--- src/rtl/mem_stage_if.sv ---
// Shared bus types and the handshake interface of the memory-response stage (mem_stage).
// Covers the pre-memory input bus, write-back/forwarding outputs, flush and data-SRAM response.
package mem_stage_pkg;

  typedef struct packed {
    logic mfc0;
    logic mtc0;
    logic eret;
  } c0_op_t;

  typedef struct packed {
    logic       ex;
    logic [4:0] excode;
  } exception_t;

  typedef struct packed {
    logic tlbp;
    logic tlbr;
    logic tlbwi;
  } tlb_op_t;

  typedef struct packed {
    logic ex;
    logic eret;
  } pipeline_flush_t;

  // load_op is one-hot, bit 0 upward: lb, lbu, lh, lhu, lw, lwl, lwr
  typedef struct packed {
    logic        valid;
    logic [6:0]  load_op;
    c0_op_t      c0_op;
    logic [7:0]  c0_addr;
    logic        req_ok;
    logic        res_from_mem;
    logic        res_to_mem;
    logic        rf_we;
    logic [4:0]  dest;
    logic [31:0] result;
    logic [31:0] pc;
    exception_t  exception;
    tlb_op_t     tlb_op;
  } pms_to_ms_bus_t;

  typedef struct packed {
    logic        valid;
    c0_op_t      c0_op;
    logic [7:0]  c0_addr;
    logic        rf_we;
    logic [4:0]  dest;
    logic [31:0] final_result;
    logic [31:0] pc;
    exception_t  exception;
    tlb_op_t     tlb_op;
  } ms_to_ws_bus_t;

  typedef struct packed {
    logic        op_mfc0;
    logic        load_pending;
    logic        op_tlb;
    logic [4:0]  dest;
    logic [31:0] fwd_data;
  } ms_forward_bus_t;

endpackage

interface mem_stage_if;
  import mem_stage_pkg::*;

  logic            ws_allowin;
  logic            ms_allowin;
  pms_to_ms_bus_t  pms_to_ms_bus;
  ms_to_ws_bus_t   ms_to_ws_bus;
  ms_forward_bus_t ms_forward_bus;
  pipeline_flush_t pipeline_flush;
  logic            ms_wr_disable;
  logic            data_data_ok;
  logic [31:0]     data_rdata;

  modport master (
    input  ws_allowin, pms_to_ms_bus, pipeline_flush, data_data_ok, data_rdata,
    output ms_allowin, ms_to_ws_bus, ms_forward_bus, ms_wr_disable
  );

  modport slave (
    output ws_allowin, pms_to_ms_bus, pipeline_flush, data_data_ok, data_rdata,
    input  ms_allowin, ms_to_ws_bus, ms_forward_bus, ms_wr_disable
  );

endinterface

--- src/rtl/mem_stage.sv ---
// Memory-response pipeline stage: captures data-SRAM responses, aligns load data, drops stale responses.
// Optional MEM_LOAD_FWD_EN forwards loaded data in the cycle it arrives instead of the raw ALU result.
module mem_stage
  import mem_stage_pkg::*;
(
  input logic         clk,
  input logic         reset,
  mem_stage_if.master ms_if
);

  typedef enum logic [1:0] {
    MS_IDLE,
    MS_WAIT,
    MS_READY
  } ms_state_e;

  logic            ms_valid;
  pms_to_ms_bus_t  bus_r;
  logic            data_got;
  logic [31:0]     rdata_r;
  logic [1:0]      discard_cnt;

  ms_state_e       ms_state;
  logic            flush;
  logic            resp_hit;
  logic            resp_drop;
  logic            ms_ready_go;
  logic            ms_allowin;
  logic            wait_lost;
  logic            stale_in;
  logic [2:0]      discard_sum;
  logic [31:0]     load_src;
  logic [7:0]      load_byte;
  logic [15:0]     load_half;
  logic [31:0]     load_data;
  logic [31:0]     final_result;
  ms_to_ws_bus_t   to_ws;
  ms_forward_bus_t fwd;
  logic            unused_bits;

  assign flush     = ms_if.pipeline_flush.ex | ms_if.pipeline_flush.eret;
  assign resp_hit  = ms_if.data_data_ok & (discard_cnt == 2'd0);
  assign resp_drop = ms_if.data_data_ok & (discard_cnt != 2'd0);

  always_comb begin
    ms_state = MS_IDLE;
    if (ms_valid) begin
      if (bus_r.req_ok && !data_got) ms_state = MS_WAIT;
      else                           ms_state = MS_READY;
    end
  end

  assign ms_ready_go = (ms_state != MS_WAIT) | resp_hit;
  assign ms_allowin  = !ms_valid | (ms_ready_go & ms_if.ws_allowin);

  // Every request whose response will never be delivered adds one stale response to skip
  assign wait_lost   = flush & (ms_state == MS_WAIT) & !resp_hit;
  assign stale_in    = flush & ms_if.pms_to_ms_bus.valid & ms_if.pms_to_ms_bus.req_ok;
  assign discard_sum = {1'b0, discard_cnt} + {2'b00, wait_lost} + {2'b00, stale_in}
                     - {2'b00, resp_drop};

  always_ff @(posedge clk) begin
    if (reset) begin
      ms_valid    <= 1'b0;
      data_got    <= 1'b0;
      discard_cnt <= 2'd0;
      bus_r       <= '0;
      rdata_r     <= '0;
    end else begin
      discard_cnt <= (discard_sum > 3'd3) ? 2'd3 : discard_sum[1:0];
      if (flush) begin
        ms_valid <= 1'b0;
        data_got <= 1'b0;
      end else if (ms_allowin) begin
        ms_valid <= ms_if.pms_to_ms_bus.valid;
        data_got <= 1'b0;
      end else if (ms_state == MS_WAIT && resp_hit) begin
        data_got <= 1'b1;
      end
      if (ms_if.pms_to_ms_bus.valid && ms_allowin) bus_r <= ms_if.pms_to_ms_bus;
      if (ms_state == MS_WAIT && resp_hit) rdata_r <= ms_if.data_rdata;
    end
  end

  assert property (@(posedge clk) disable iff (reset) discard_sum <= 3'd3);

  // lwl/lwr deliver shifted bytes only; write-back merges them using its byte enables
  always_comb begin
    load_src  = data_got ? rdata_r : ms_if.data_rdata;
    load_byte = load_src[{bus_r.result[1:0], 3'b000} +: 8];
    load_half = bus_r.result[1] ? load_src[31:16] : load_src[15:0];
    load_data = load_src;
    if (bus_r.load_op[0])      load_data = {{24{load_byte[7]}}, load_byte};
    else if (bus_r.load_op[1]) load_data = {24'h0, load_byte};
    else if (bus_r.load_op[2]) load_data = {{16{load_half[15]}}, load_half};
    else if (bus_r.load_op[3]) load_data = {16'h0, load_half};
    else if (bus_r.load_op[5]) load_data = load_src << {~bus_r.result[1:0], 3'b000};
    else if (bus_r.load_op[6]) load_data = load_src >> {bus_r.result[1:0], 3'b000};
    final_result = bus_r.res_from_mem ? load_data : bus_r.result;
  end

  always_comb begin
    to_ws              = '0;
    to_ws.valid        = ms_valid & ms_ready_go;
    to_ws.c0_op        = bus_r.c0_op;
    to_ws.c0_addr      = bus_r.c0_addr;
    to_ws.rf_we        = bus_r.rf_we;
    to_ws.dest         = bus_r.dest;
    to_ws.final_result = final_result;
    to_ws.pc           = bus_r.pc;
    to_ws.exception    = bus_r.exception;
    to_ws.tlb_op       = bus_r.tlb_op;

    fwd         = '0;
    fwd.op_mfc0 = ms_valid & bus_r.c0_op.mfc0;
    fwd.op_tlb  = ms_valid & (|bus_r.tlb_op);
    fwd.dest    = (ms_valid && bus_r.rf_we) ? bus_r.dest : 5'd0;
`ifdef MEM_LOAD_FWD_EN
    fwd.fwd_data     = final_result;
    fwd.load_pending = ms_valid & bus_r.res_from_mem & !ms_ready_go;
`else
    fwd.fwd_data     = bus_r.result;
    fwd.load_pending = ms_valid & bus_r.res_from_mem;
`endif
  end

  assign ms_if.ms_allowin     = ms_allowin;
  assign ms_if.ms_to_ws_bus   = to_ws;
  assign ms_if.ms_forward_bus = fwd;
  assign ms_if.ms_wr_disable  = ms_valid & (bus_r.exception.ex | bus_r.c0_op.eret);

  assign unused_bits = &{1'b0, bus_r.valid, bus_r.res_to_mem};

endmodule

--- src/flat_wrapper.sv ---
// flat-port wrapper written by rule: the top's interface ports become plain ports
module mem_stage_flat import mem_stage_pkg::*;
  (clk, reset, ms_if_ws_allowin, ms_if_pms_to_ms_bus, ms_if_pipeline_flush, ms_if_data_data_ok, ms_if_data_rdata, ms_if_ms_allowin, ms_if_ms_to_ws_bus, ms_if_ms_forward_bus, ms_if_ms_wr_disable);
  mem_stage_if ms_if_i ();
  input logic clk;
  input logic reset;
  input wire logic [$bits(ms_if_i.ws_allowin)-1:0] ms_if_ws_allowin;
  input wire logic [$bits(ms_if_i.pms_to_ms_bus)-1:0] ms_if_pms_to_ms_bus;
  input wire logic [$bits(ms_if_i.pipeline_flush)-1:0] ms_if_pipeline_flush;
  input wire logic [$bits(ms_if_i.data_data_ok)-1:0] ms_if_data_data_ok;
  input wire logic [$bits(ms_if_i.data_rdata)-1:0] ms_if_data_rdata;
  output wire logic [$bits(ms_if_i.ms_allowin)-1:0] ms_if_ms_allowin;
  output wire logic [$bits(ms_if_i.ms_to_ws_bus)-1:0] ms_if_ms_to_ws_bus;
  output wire logic [$bits(ms_if_i.ms_forward_bus)-1:0] ms_if_ms_forward_bus;
  output wire logic [$bits(ms_if_i.ms_wr_disable)-1:0] ms_if_ms_wr_disable;
  assign ms_if_i.ws_allowin = ms_if_ws_allowin;
  assign ms_if_i.pms_to_ms_bus = ms_if_pms_to_ms_bus;
  assign ms_if_i.pipeline_flush = ms_if_pipeline_flush;
  assign ms_if_i.data_data_ok = ms_if_data_data_ok;
  assign ms_if_i.data_rdata = ms_if_data_rdata;
  assign ms_if_ms_allowin = ms_if_i.ms_allowin;
  assign ms_if_ms_to_ws_bus = ms_if_i.ms_to_ws_bus;
  assign ms_if_ms_forward_bus = ms_if_i.ms_forward_bus;
  assign ms_if_ms_wr_disable = ms_if_i.ms_wr_disable;
  mem_stage u_core (.clk(clk), .reset(reset), .ms_if(ms_if_i));
endmodule
--- config.mk ---
export PLATFORM = sky130hd
export DESIGN_NAME = mem_stage_flat
export DESIGN_NICKNAME = d
export VERILOG_FILES = /design/src/rtl/mem_stage_if.sv /design/src/rtl/mem_stage.sv /design/src/flat_wrapper.sv
export SDC_FILE = /design/constraint.sdc
export NUM_CORES = 1
export LEC_CHECK = 0
export CORE_ASPECT_RATIO = 0.7
export CORE_MARGIN = 2
export CORE_UTILIZATION = 35
export CTS_CLUSTER_DIAMETER = 60
export CTS_CLUSTER_SIZE = 30
export DETAILED_ROUTE_END_ITERATION = 6
export HOLD_SLACK_MARGIN = 0.15
export PLACE_DENSITY = 0.67
export REMOVE_ABC_BUFFERS = 1
export SLEW_MARGIN = 20
export SYNTH_ARGS = -nofsm -noshare
export SYNTH_HDL_FRONTEND = slang
export SYNTH_SLANG_ARGS = --single-unit
--- constraint.sdc ---
create_clock -name clk -period 3.3 [get_ports clk]
set_input_delay 0.495 -clock clk [delete_from_list [all_inputs] [get_ports clk]]
set_output_delay 0.495 -clock clk [all_outputs]
set_load 0.05 [all_outputs]
==> impl_results.md, run 1 <==
* Final count of hold timing violations at 0
* Vias at 8570
* Yosys reg bits at 134
* Kind of start point of the critical path: flop
* Area growth syn-to-layout at 37.5%
* Outcome: complete, no violations
* CTS buffer count at 17
* Metal-1 WL at 13.2 mm
* WL met3 at 2.87 mm
* CTS tree: done
* Max Clock Skew at 13.2 ps
* Final period util at 98.1%
* Skew-Pair Late Insertion Delay at 440 ps
* Max Root-Sink Buffers at 2
* Slew HR at 45.5%
* Die area at 26000 sq um
* Die width at 192 um
* CP Capture Type: primary output
* Area of the multi-input gates at 4880 sq um
* Wire per inst at 18.5 um
* Worst Hold Slack at 452 ps
* Initial core utilization at 35.4%
* IO buf count at 269
* RSZ-0062 raised after global routing: true
* Hold Path Class: flop to flop
* 1st-pass router iterations at 7
* ANT cells at 0
* Final Max Tran Viols at 0
* Initial drt markers at 1007
* Warnings, synthesis at 0
* Die height at 136 um
* Number of instances in the placed design at 1559
* Pre-CTS WS at 62.0 ps
* Post-Route WL at 29.5 mm
* Cells after synthesis at 1109
* Minimum clock period at 3240 ps
* Sequential Area at 2690 sq um
* Vias per cell at 5.38
* Core ar. at 24500 sq um
* CTS clk-pin slew, worst paths at 60 ps
* Critical path arrival at 2740 ps
* Detail Route Antenna Nets at 0
* Total congestion overflow at 0
* Final worst-path setup slack at 61.9 ps
* Synth Area per Inst at 7.81 sq um
* Setup TNS at 0 ps
* DRC at 0
* Share of the yosys chip area belonging to registers at 31.0%
* Static Leak at 4.20 nW
* FFs w/ async S/R, synth at 0%
* Largest net degree at the start of global routing at 71
* H-tree levels at 4
* Routability congestion estimate at 0.868
* Root buffer selected by CTS: clkbuf_16
* CTS Sinks at 134
* Worst EP required at 2800 ps
* IO Count at 272
* Total of max-cap violations at 0
* Main flop type after synthesis: dfxtp_1
* Fillers at 2371
* R2r worst-path depth at 9
* Row count at 48
* Highest clock rate at 0.309 GHz
* First-pass GRT wire length at 43.8 mm
* Top routing layer used: met4
* Final net count at 1396
* Final setup fails at 0
* Finished Layout Cells at 1592
* Synthesized area at 8660 sq um
* Worst VDD drop at 0.000361 V
* Total track usage at 21.8%
* Hold-fix buffers, CTS at 0
* Slew @ Worst Pin at 817 ps
* Netlist cell types at 57
* Routed wl met2 at 13.1 mm
* Vias in the first global route at 7794
* Post-synth EDFFs at 0
* Post-DP HPWL at 20.4 mm
* Ratio of cells with drive above 1 in the final layout at 12.5%
* WS Path Type: flop to primary output
* Initial antenna violation count at 0
* Hold path cells at 2
* Crit-path max FO at 35
* Pwr Total at 0.00544 W
* Power density cells at 457 nW/um^2
layout by cell type (no fill, tap or decap), types with 15 or more instances in the layout:
cell type / instances
buf_4: 28
mux2i_1: 64
o22ai_1: 22
o21ai_0: 30
mux2_2: 16
a31oi_1: 15
mux4_2: 16
clkbuf_16: 17
a21oi_1: 142
dfxtp_1: 131
nor2_1: 20
buf_12: 36
nand2b_1: 20
o22a_1: 20
nand2_1: 292
clkdlybuf4s50_1: 235
per-layer routing:
layer	vias to the layer above	GRT usage [%]
met3	31	6.60
li1	4061	-
met1	4064	30.1
met5	-	0
met2	414	32.7
met4	0	5.94
area by class of cell:
class | instances | area share, %
well taps | 325 | 3.41
inverters | 6 | 0.189
clock buffers | 19 | 3.80
repair buffers | 299 | 27.6
flip-flops and latches | 134 | 22.6
clock inverters | 13 | 1.49
multi-input cells | 796 | 41.0
sequential cells by signal, indices dropped and copies added (netlist names):
name                         cells
u_core.discard_cnt               2
u_core.ms_valid                  1
u_core.rdata_r                  32
u_core.bus_r                     8
u_core.data_got                  1
u_core.ms_if.ms_forward_bus     32
u_core.ms_if.ms_to_ws_bus       58
through the flow:
stage,instance area [sq um],utilization (%)
after floorplan,7540,-
after global placement,11200,45.9
after detailed placement,11200,45.9
after CTS,11900,48.5
after global routing,11900,48.6
final,11900,48.6
cells by family (layout without fill, tap and decap cells):
group / count (synthesis) / in the layout / synth area share, %
AO/OA/AOI/OAI: 291 / 291 / 20.8
XOR/XNOR: 1 / 1 / 0.101
adder cells (fa/ha/maj): 3 / 3 / 0.607
buffers and inverters: 179 / 337 / 13.2
flip-flops: 134 / 134 / 31.0
multiplexers: 97 / 97 / 13.9
AND/OR/NAND/NOR: 404 / 404 / 20.4
path summary, 6_finish.rpt:
kind	slack (ps)	end	startpoint
setup reg to reg	820	u_core.discard_cnt[1]	u_core.data_got
hold / removal	450	u_core.ms_if.ms_to_ws_bus[29]	u_core.ms_if.ms_to_ws_bus[29]
hold reg to reg	450	u_core.ms_if.ms_to_ws_bus[29]	u_core.ms_if.ms_to_ws_bus[29]
setup / recovery	60	ms_if_ms_to_ws_bus[68]	u_core.ms_if.ms_forward_bus[0]
what timing repair did:
action / in CTS / in global routing
pin swaps: 1 / 1
buffers inserted: 0 / 1
setup endpoints to repair: 8 / 18
gates resized for setup: 2 / 6
synth_stat cells (6+ instances only):
master	count	share of area, %
o21bai_1	14	1.2
buf_6	8	1.0
mux4_2	16	4.2
o21ai_0	30	1.7
nand2_1	293	13
or3b_2	7	0.71
or2b_1	6	0.52
o22ai_1	22	1.6
buf_2	24	1.4
nand2b_1	20	1.4
o21ba_2	7	0.81
clkbuf_1	42	1.8
dfxtp_1	134	31
mux2_2	16	2.1
a2111oi_0	7	0.71
a221o_1	8	0.92
a22oi_1	6	0.52
nand4_1	7	0.51
mux2i_1	64	7.4
nor3_1	12	0.69
nor2b_1	13	0.94
buf_4	95	8.2
a31oi_1	15	1.1
nor2_1	22	0.95
a21oi_1	142	8.2
a21boi_1	6	0.52
o22a_1	20	2.0
critical path, stage by stage (launching register included):
cell and delay, ps:
dfxtp_2 510, buf_12 280, mux2i_1 140, a22oi_1 280
or3b_2 470, a21boi_1 250, o22a_1 220, buf_12 140
where the power goes:
group	switching, W	internal (W)	total [W]
Clock	0.000783	0.00130	0.00208
Sequential	0.0000677	0.00170	0.00177
Combinational	0.000908	0.000682	0.00159
(Power assumes the default switching activity.)
==> inputs of run 2 (changes only) <==
--- a/config.mk
+++ b/config.mk
@@ -5,6 +5,7 @@
 export SDC_FILE = /design/constraint.sdc
 export NUM_CORES = 1
 export LEC_CHECK = 0
+export ABC_CLOCK_PERIOD_IN_PS = 3300
 export CORE_ASPECT_RATIO = 0.7
 export CORE_MARGIN = 2
 export CORE_UTILIZATION = 35
==> constraint.sdc (replaced) <==
create_clock -name clk -period 3.3 [get_ports clk]
set_input_delay 0.495 -clock clk [delete_from_list [all_inputs] [get_ports clk]]
set_output_delay 0.495 -clock clk [all_outputs]
set_load 0.005 [all_outputs]
==> impl_results.md, run 2 (synthesis gave the netlist of run 1 again) <==
* Outcome: complete, no violations
* Final setup fails at 0
* CTS clk-pin slew, worst paths at 60 ps
* RSZ-0062 raised after global routing: true
* Final count of hold timing violations at 0
* Row count at 48
* Skew-Pair Late Insertion Delay at 430 ps
* Max Root-Sink Buffers at 2
* R2r worst-path depth at 10
* Reg2reg end: u_core.discard_cnt[1]
* Largest net degree at the start of global routing at 79
* Vias at 8720
* Highest clock rate at 0.308 GHz
* Routability congestion estimate at 0.898
* Total of max-cap violations at 0
* P_int at 0.00346 W
* CTS tree: done
* Die height at 136 um
* Slew @ Worst Pin at 915 ps
* IO buf count at 269
* DRC at 0
* CTS Sinks at 134
* WS Path Type: flop to primary output
* Core ar. at 24500 sq um
* Worst Hold Slack at 453 ps
* Most frequent cells in the layout: nand2_1, clkdlybuf4s50_1, a21oi_1
* Kind of start point of the critical path: flop
* CP Launch Point: u_core.ms_if.ms_forward_bus[0]
* Initial core utilization at 35.4%
* Post-Route WL at 30.4 mm
* CP Capture Type: primary output
* Area growth syn-to-layout at 39.7%
* Die width at 192 um
* Detail Route Antenna Nets at 0
* Crit-path max FO at 14
* Final Max Tran Viols at 0
* Max Clock Skew at 17.6 ps
* IO Count at 272
* First-pass GRT wire length at 45.9 mm
* Final period util at 98.5%
* Max reg flops at 58
* Critical path arrival at 2750 ps
* Root buffer selected by CTS: clkbuf_16
* Static Leak at 4.44 nW
* Total congestion overflow at 0
* Total track usage at 22.8%
* Vias per cell at 5.33
* ANT cells at 0
* Minimum clock period at 3250 ps
* Pwr Total at 0.00486 W
* Sw Pwr at 0.00140 W
* Initial drt markers at 833
* Worst EP required at 2800 ps
* Worst Setup EP: ms_if_ms_to_ws_bus[50]
* Final net count at 1440
* Ratio of cells with drive above 1 in the final layout at 14.0%
* Power density cells at 402 nW/um^2
* Initial antenna violation count at 0
* Reg2reg setup slack at 490 ps
* Vias in the first global route at 8155
* Clk pwr share at 39.1%
* Post-DP HPWL at 20.7 mm
* CTS buffer count at 17
* Most common cell after layout, fill and taps aside: nand2_1
* Wire per inst at 18.6 um
* Comb pwr share at 24.5%
* H-tree levels at 4
* Hold Path Class: flop to flop
* Die area at 26000 sq um
* Worst VDD drop at 0.000346 V
* Flop pwr share at 36.4%
* 1st-pass router iterations at 5
* Sw Ratio at 28.7%
* Slew HR at 39.0%
* RR Startpoint: u_core.data_got
## run 2: how the worst min path moves through the flow
stage          cells past startpoint  slack, ps                            end                           from
2_1_floorplan                      2        440               u_core.bus_r[94]               u_core.bus_r[94]
3_3_place_gp                       2        440   u_core.ms_if.ms_to_ws_bus[9]   u_core.ms_if.ms_to_ws_bus[9]
3_5_place_dp                       2        450   u_core.ms_if.ms_to_ws_bus[9]   u_core.ms_if.ms_to_ws_bus[9]
4_1_cts                            2        450  u_core.ms_if.ms_to_ws_bus[12]  u_core.ms_if.ms_to_ws_bus[12]
5_1_grt                            2        470  u_core.ms_if.ms_to_ws_bus[20]  u_core.ms_if.ms_to_ws_bus[20]
6_report                           2        450  u_core.ms_if.ms_to_ws_bus[19]  u_core.ms_if.ms_to_ws_bus[19]
## run 2: timing repair
action                     CTS  global route
gates resized for setup     23            34
pin swaps                    5             7
setup buffers               10            11
hold buffers                 0             0
gates cloned                 3             0
setup endpoints to repair   31            20
## run 2: metrics by stage
step           TNS [ps]  setup slack, ps  std cells  cell area (sq um)  util [%]
2_1_floorplan   -167030            -1440        936               7540         -
3_3_place_gp      -1190             -203       1580              11100      45.4
3_5_place_dp      -1390             -232       1580              11100      45.4
4_1_cts            -280            -50.4       1625              11900      48.6
5_1_grt           -22.2            -10.2       1636              12100      49.4
6_report              0             50.3       1636              12100      49.4
## run 2: critical path: stages (launching register included)
cell	delay [ps]
dfxtp_4	400
buf_4	170
bufbuf_16	300
nand3b_1	190
buf_4	170
o22ai_1	120
o21bai_1	90
a31oi_2	230
o22a_1	160
clkdlybuf4s50_1	490
## run 2: power by group through the flow
stage,sequential [W],combinational (W),clock (W)
finish,0.00177,0.00119,0.00190
global route,0.00178,0.00129,0.00202
CTS,0.00177,0.00116,0.00195
detailed placement,0.00181,0.00113,0
global placement,0.00180,0.00112,0
floorplan,0.00182,0.000468,0
## run 2: layer usage
| metal | part of all wire [%] | GRT usage (%) |
|---|---|---|
| met5 | 0 | 0 |
| met4 | 1.2 | 6.06 |
| met3 | 10 | 6.86 |
| met2 | 44 | 33.8 |
| met1 | 44 | 32.1 |
## run 2: cell type report
class	count	area, sq um
Timing Repair Buffer	343	3460
Sequential cell	134	2690
Clock buffer	21	482
Tap cell	325	407
Inverter	6	22.5
Multi-Input combinational cell	796	4950
Clock inverter	11	97.6
Fill cell	2355	12400
==> inputs of run 3 (changes only) <==
--- a/config.mk
+++ b/config.mk
@@ -7,7 +7,7 @@
 export LEC_CHECK = 0
 export ABC_CLOCK_PERIOD_IN_PS = 3300
 export CORE_ASPECT_RATIO = 0.7
-export CORE_MARGIN = 2
+export CORE_MARGIN = 4
 export CORE_UTILIZATION = 35
 export CTS_CLUSTER_DIAMETER = 60
 export CTS_CLUSTER_SIZE = 30
==> impl_results.md, run 3 (synthesis gave the netlist of run 1 again) <==
* Vias at 8720
* Power density cells at 412 nW/um^2
* Total congestion overflow at 0
* Fin util at 50.4%
* Worst EP required at 2800 ps
* 1st-pass router iterations at 5
* Post-DP HPWL at 21.6 mm
* IO Count at 272
* Crit path cell chain: clkdlybuf4s50_1, mux2i_1, mux4_2, o21ai_4, buf_12, buf_16, o22a_2, clkdlybuf4s50_1
* Final count of hold timing violations at 0
* Die height at 140 um
* Finished Layout Cells at 1627
* Max Root-Sink Buffers at 2
* Hold Path Class: flop to flop
* Static Leak at 4.39 nW
* Routability congestion estimate at 0.961
* Root buffer selected by CTS: clkbuf_16
* Initial antenna violation count at 2
* Total track usage at 21.6%
* First-pass GRT wire length at 47.2 mm
* H-tree levels at 4
* Kind of start point of the critical path: primary input
* Final worst-path setup slack at 26.9 ps
* Total of max-cap violations at 0
* Slew HR at 47.5%
* CTS buffer count at 17
* DRC at 0
* CTS clk-pin slew, worst paths at 60 ps
* Number of instances in the placed design at 1570
* Die area at 27400 sq um
* CP Capture Type: primary output
* Ratio of cells with drive above 1 in the final layout at 13.8%
* Worst VDD drop at 0.000340 V
* Fillers at 2328
* Area growth syn-to-layout at 39.5%
* Detail Route Antenna Nets at 0
* Final period util at 99.2%
* Highest clock rate at 0.306 GHz
* RSZ-0062 raised after global routing: true
* Pre-CTS WS at -260 ps
* Die width at 196 um
* Slowest-stage cell, CP: mux4_2
* Largest net degree at the start of global routing at 74
* Wire per inst at 19.3 um
* Final net count at 1439
* Critical path arrival at 2780 ps
* Core ar. at 24000 sq um
* WS Path Type: primary input to primary output
* Initial core utilization at 36.1%
* Minimum clock period at 3270 ps
* Most used cell, CP: clkdlybuf4s50_1
* IO buf count at 269
* Post-Route WL at 31.4 mm
* Sequential Area at 2690 sq um
* Final setup fails at 0
* Initial drt markers at 903
* Outcome: complete, no violations
* Worst Hold Slack at 452 ps
* Most common cell after layout, fill and taps aside: nand2_1
* Slew @ Worst Pin at 787 ps
* Row count at 47
* Area of the multi-input gates at 4940 sq um
* Max Clock Skew at 6.34 ps
* Crit-path max FO at 8
* Final Max Tran Viols at 0
* Vias per cell at 5.36
* CTS Sinks at 134
* Max reg flops at 58
* CTS tree: done
* Most frequent cells in the layout: nand2_1, clkdlybuf4s50_1, a21oi_1
* Vias in the first global route at 8300
* Skew-Pair Late Insertion Delay at 420 ps
* Slowest stage delay, CP at 530 ps
run 3: cell types whose count changed in the layout (fill, tap and decap cells not counted), moves of 3 or more:
| cell | delta |
|---|---|
| dlymetal6s2s_1 | -6 |
| dlygate4sd2_1 | +3 |
| clkdlybuf4s50_1 | +3 |
| a2111oi_0 | +3 |
| buf_4 | -4 |
| bufbuf_16 | -3 |
run 3: stage by stage:
step	area, sq um	power [W]	setup TNS (ps)
2_1_floorplan	7540	0.00229	-167030
3_3_place_gp	11100	0.00292	-1110
3_5_place_dp	11100	0.00294	-1190
4_1_cts	11800	0.00498	-423
5_1_grt	12100	0.00519	-94.2
6_report	12100	0.00498	0
run 3: final cells by class:
type	instances	area share, %
multi-input combinational	796	40.9
timing repair buffer	342	28.3
sequential	134	22.3
clock buffer	21	3.98
tap	318	3.29
clock inverter	9	1.04
inverter	6	0.186
antenna	1	0.0207
run 3: path summary, 6_finish.rpt:
path,from,end,slack (ps),cells past startpoint
setup / recovery,ms_if_data_rdata[23],ms_if_ms_to_ws_bus[70],30,8
hold / removal,u_core.ms_if.ms_to_ws_bus[37],u_core.ms_if.ms_to_ws_bus[37],450,2
setup reg to reg,u_core.data_got,u_core.discard_cnt[1],520,10
hold reg to reg,u_core.ms_if.ms_to_ws_bus[37],u_core.ms_if.ms_to_ws_bus[37],450,2
run 3: per-layer routing:
| metal | GRT usage [%] | part of all wire (%) | vias to the layer above |
|---|---|---|---|
| met4 | 5.25 | 1.3 | 2 |
| met1 | 30.8 | 45 | 4070 |
| li1 | - | - | 4146 |
| met2 | 32.2 | 43 | 468 |
| met5 | 0 | 0.038 | - |
| met3 | 6.19 | 11 | 34 |
run 3: power breakdown:
part	total (W)	switching, W	internal, W
logic	0.00120	0.000554	0.000644
registers	0.00177	0.0000691	0.00170
clock network	0.00201	0.000756	0.00126
total	0.00498	0.00138	0.00360
run 3: what timing repair did:
action                                 in CTS  in global routing
resized for setup                          25                 31
hold buffers                                0                  0
setup buffers                              14                  9
endpoints found under the hold margin       0                  0
setup endpoints to repair                  30                 18
cloned                                      1                  2
pin swaps                                   3                  4
run 3: critical path: cells and delay by family:
family | cells | cell delay (ps)
compound gates | 2 | 350
buf+inv | 4 | 1290
mux | 2 | 650
